### src/rtl/logic_sweep_pkg.sv
// Shared types and width helper for the exhaustive logic sweep checker.
package logic_sweep_pkg;

   typedef enum logic [1:0] {
      IDLE,
      RUN,
      DONE
   } sweep_state_e;

   // Bits needed to count 0..n-1, never less than one.
   function automatic int unsigned clog2_min1(input int unsigned n);
      int unsigned w;
      w = 1;
      while ((32'd1 << w) < n) w = w + 1;
      return w;
   endfunction

endpackage

### src/rtl/logic_sweep_checker_dwell_timer.sv
// Dwell counter: counts 0..DWELL-1 while enabled and flags the last cycle of each window.
module dwell_timer
   import logic_sweep_pkg::*;
#(
   parameter int unsigned DWELL = 10
) (
   input  logic clk,
   input  logic rst_n,
   input  logic clear,
   input  logic en,
   output logic tick
);

   localparam int unsigned   CW   = clog2_min1(DWELL);
   localparam logic [CW-1:0] LAST = CW'(DWELL - 1);

   logic [CW-1:0] cnt_q, cnt_d;

   assign tick = en && (cnt_q == LAST);

   always_comb begin
      cnt_d = cnt_q;
      if (clear) begin
         cnt_d = '0;
      end else if (en) begin
         cnt_d = tick ? '0 : cnt_q + CW'(1);
      end
   end

   always_ff @(posedge clk) begin
      if (!rst_n) begin
         cnt_q <= '0;
      end else begin
         cnt_q <= cnt_d;
      end
   end

endmodule

### config.mk
export PLATFORM = sky130hd
export DESIGN_NAME = dwell_timer
export DESIGN_NICKNAME = d
export VERILOG_FILES = /design/src/rtl/logic_sweep_pkg.sv /design/src/rtl/logic_sweep_checker_dwell_timer.sv
export SDC_FILE = /design/constraint.sdc
export NUM_CORES = 1
export LEC_CHECK = 0
export BUFFER_PORTS_ARGS = -buffer_cell sky130_fd_sc_hd__buf_2
export CAP_MARGIN = 20
export CORE_AREA = 2 2 39 41
export DETAILED_ROUTE_END_ITERATION = 16
export DIE_AREA = 0 0 41 43
export GPL_TIMING_DRIVEN = 0
export MAX_ROUTING_LAYER = met4
export PLACE_DENSITY = 0.37
export SKIP_CTS_REPAIR_TIMING = 1
export SLEW_MARGIN = 5
export SYNTH_ARGS = -nofsm -noshare
export SYNTH_HDL_FRONTEND = slang
export SYNTH_SLANG_ARGS = --single-unit
### constraint.sdc
create_clock -name clk -period 2.2 [get_ports clk]
set_input_delay 0.11 -clock clk [delete_from_list [all_inputs] [get_ports clk]]
set_output_delay 0.11 -clock clk [all_outputs]
set_load 0.02 [all_outputs]
==> metrics <==
router iterations before antenna repair=1; synthesized cell area=209 sq um; Vias=164; Critical Path RT=2.09 ns; CP Class=reg2out; startpoint types=flop; Clk pin slew, worst setup/hold paths=0.04 ns; Initial Utilization=0.151; Diodes inserted=0; skew final=0.000884 ns; switch share=0.207; Sink Count=4; final setup fails=0; post-synthesis sequential area ratio=0.383; worst slew pin tran=0.189 ns; core area=1380 sq um; Critical Path End Type=output port; crit-path max FO=5; CTS root buf=clkbuf_4; power per cell area=652 nW/um^2; Max Cap Viol=0; Int Power=0.140 mW; Max Clk Rate=761 MHz; drt initial violations=0; Final Max Slew Viols=0; vias per cell=3.57; Total Wirelength=356 um; Cells after Synth=23; IO Pins=5; setup tns final=0 ns; Total GRT Usage=0.0545; Hold Path Class=in2reg; die height=43 um; drt drc=0; CTS tree=done; H-tree depth=1; CTS Buf Count=3; CP max stage delay=0.38 ns; largest net degree at the start of global routing=8; leakage power=0.115 nW; status=complete, no violations; Final period util=0.598; per-cell routed wire length=7.74 um; clk_lat worst skew=0.23 ns; layout cells sized above 1=0.267; Clk pwr share=0.519; CP max-delay cell=dfxtp_1; Hold Vio Cnt, Final=0; vias in the first global route=167; Yosys reg bits=4; die area=1760 sq um; Peak VDD IR=0.205 mV; CP cell instances=ha_1, nand4b_1, inv_1, buf_2; fin crit period=1.31 ns; num rows=14; Flop pwr share=0.426; P_sw=0.0366 mW; max FFs per register=4; area share of the largest cell type after synthesis=0.383; Syn. warnings=0; final core utilization=0.196; crit path buf inv count=2; GP Congestion=0.673; Unique masters post-synth=12; HPWL after DPL=277 um; top cell family by delay on the critical path=flip-flops; Top reg by flops=cnt_q; floorplan die width=41 um; global-route wire length before repair=607 um; most frequent cells in the layout=4 x nand2b_1, 4 x dfxtp_1, 4 x buf_2; Final #Nets=38; Syn Area/Cell=9.08 sq um; Regs by FF count=cnt_q (4); Mapped Nets=29; Bufs on Longest Clock Path=2; Slew headroom=0.874; WP data arrival=1.20 ns; antenna violations before repair=0; area leader, netlist=dfxtp_1; main area contributors after synthesis=dfxtp_1 38%, ha_1 12%, nand2b_1 12%; RSZ-0062 raised after global routing=false; GR Overflow Total=0; post-route ant nets=0; number of port buffers=4; combinational fraction of design power=0.056; Area growth syn-to-layout=29.9%
[synthesized netlist by cell type, drive strengths merged]
cell type  n
a21oi      2
dfxtp      4
ha         2
inv        2
nand2      1
nand2b     4
nand3b     2
nand4      1
nand4b     1
nor2       2
xor2       2
[worst reg2reg max path: cells and delay by family, from the launching register on]
family | cells | cell delay (ns)
DFF | 1 | 0.37
AOI/OAI and AO/OA | 1 | 0.13
and+or+nand+nor | 2 | 0.27
adders and majority gates | 1 | 0.17
buffers and inverters | 1 | 0.06
[layer usage]
layer  up-vias  part of all wire  global-route usage
li1         91                 -                   -
met1        68              0.49              0.0705
met2         5              0.40              0.0563
met3         0              0.11              0.0209
met4         0                 0              0.0600
met5         -                 0                   -
[area by class of cell]
cell class | count | area, sq um
sequential | 4 | 80.1
multi-input combinational | 17 | 121
clock buffer | 3 | 22.5
tap | 16 | 20.0
timing repair buffer | 4 | 20.0
fill | 151 | 1110
inverter | 2 | 7.51
[kinds of logic after synthesis]
kind of cell | count (synthesis) | synth area share
buffers and inverters | 2 | 0.0359
XOR/XNOR | 2 | 0.0838
AND/OR/NAND/NOR | 11 | 0.329
adder cells (fa/ha/maj) | 2 | 0.120
AO/OA/AOI/OAI | 2 | 0.0479
flip-flops | 4 | 0.383
[per-stage QoR]
stage / instance area, sq um / hold slack, ns / total power [mW] / setup WS, ns / std cells
global route: 272 / 0.202 / 0.185 / 0.780 / 46
CTS: 272 / 0.177 / 0.182 / 0.846 / 46
finish: 272 / 0.178 / 0.177 / 0.885 / 46
floorplan: 209 / 0.269 / 0.0816 / 1.25 / 23
detailed placement: 249 / 0.428 / 0.0865 / 1.10 / 43
global placement: 249 / 0.420 / 0.0865 / 1.11 / 43
[power groups by stage]
stage | clock network [mW] | registers, mW | logic (mW)
finish | 0.0919 | 0.0754 | 0.00986
global route | 0.0978 | 0.0757 | 0.0113
detailed placement | 0 | 0.0765 | 0.00993
global placement | 0 | 0.0765 | 0.00999
CTS | 0.0968 | 0.0754 | 0.0100
floorplan | 0 | 0.0762 | 0.00544
[worst paths after layout]
| check | start | endpoint | slack, ns | cells past startpoint |
|---|---|---|---|---|
| setup / recovery | cnt_q[0] | tick | 0.89 | 4 |
| hold / removal | rst_n | cnt_q[0] | 0.18 | 3 |
| setup reg to reg | cnt_q[1] | cnt_q[1] | 1.13 | 5 |
| hold reg to reg | cnt_q[3] | cnt_q[3] | 0.51 | 2 |
Power figures use the tool's default switching activity.
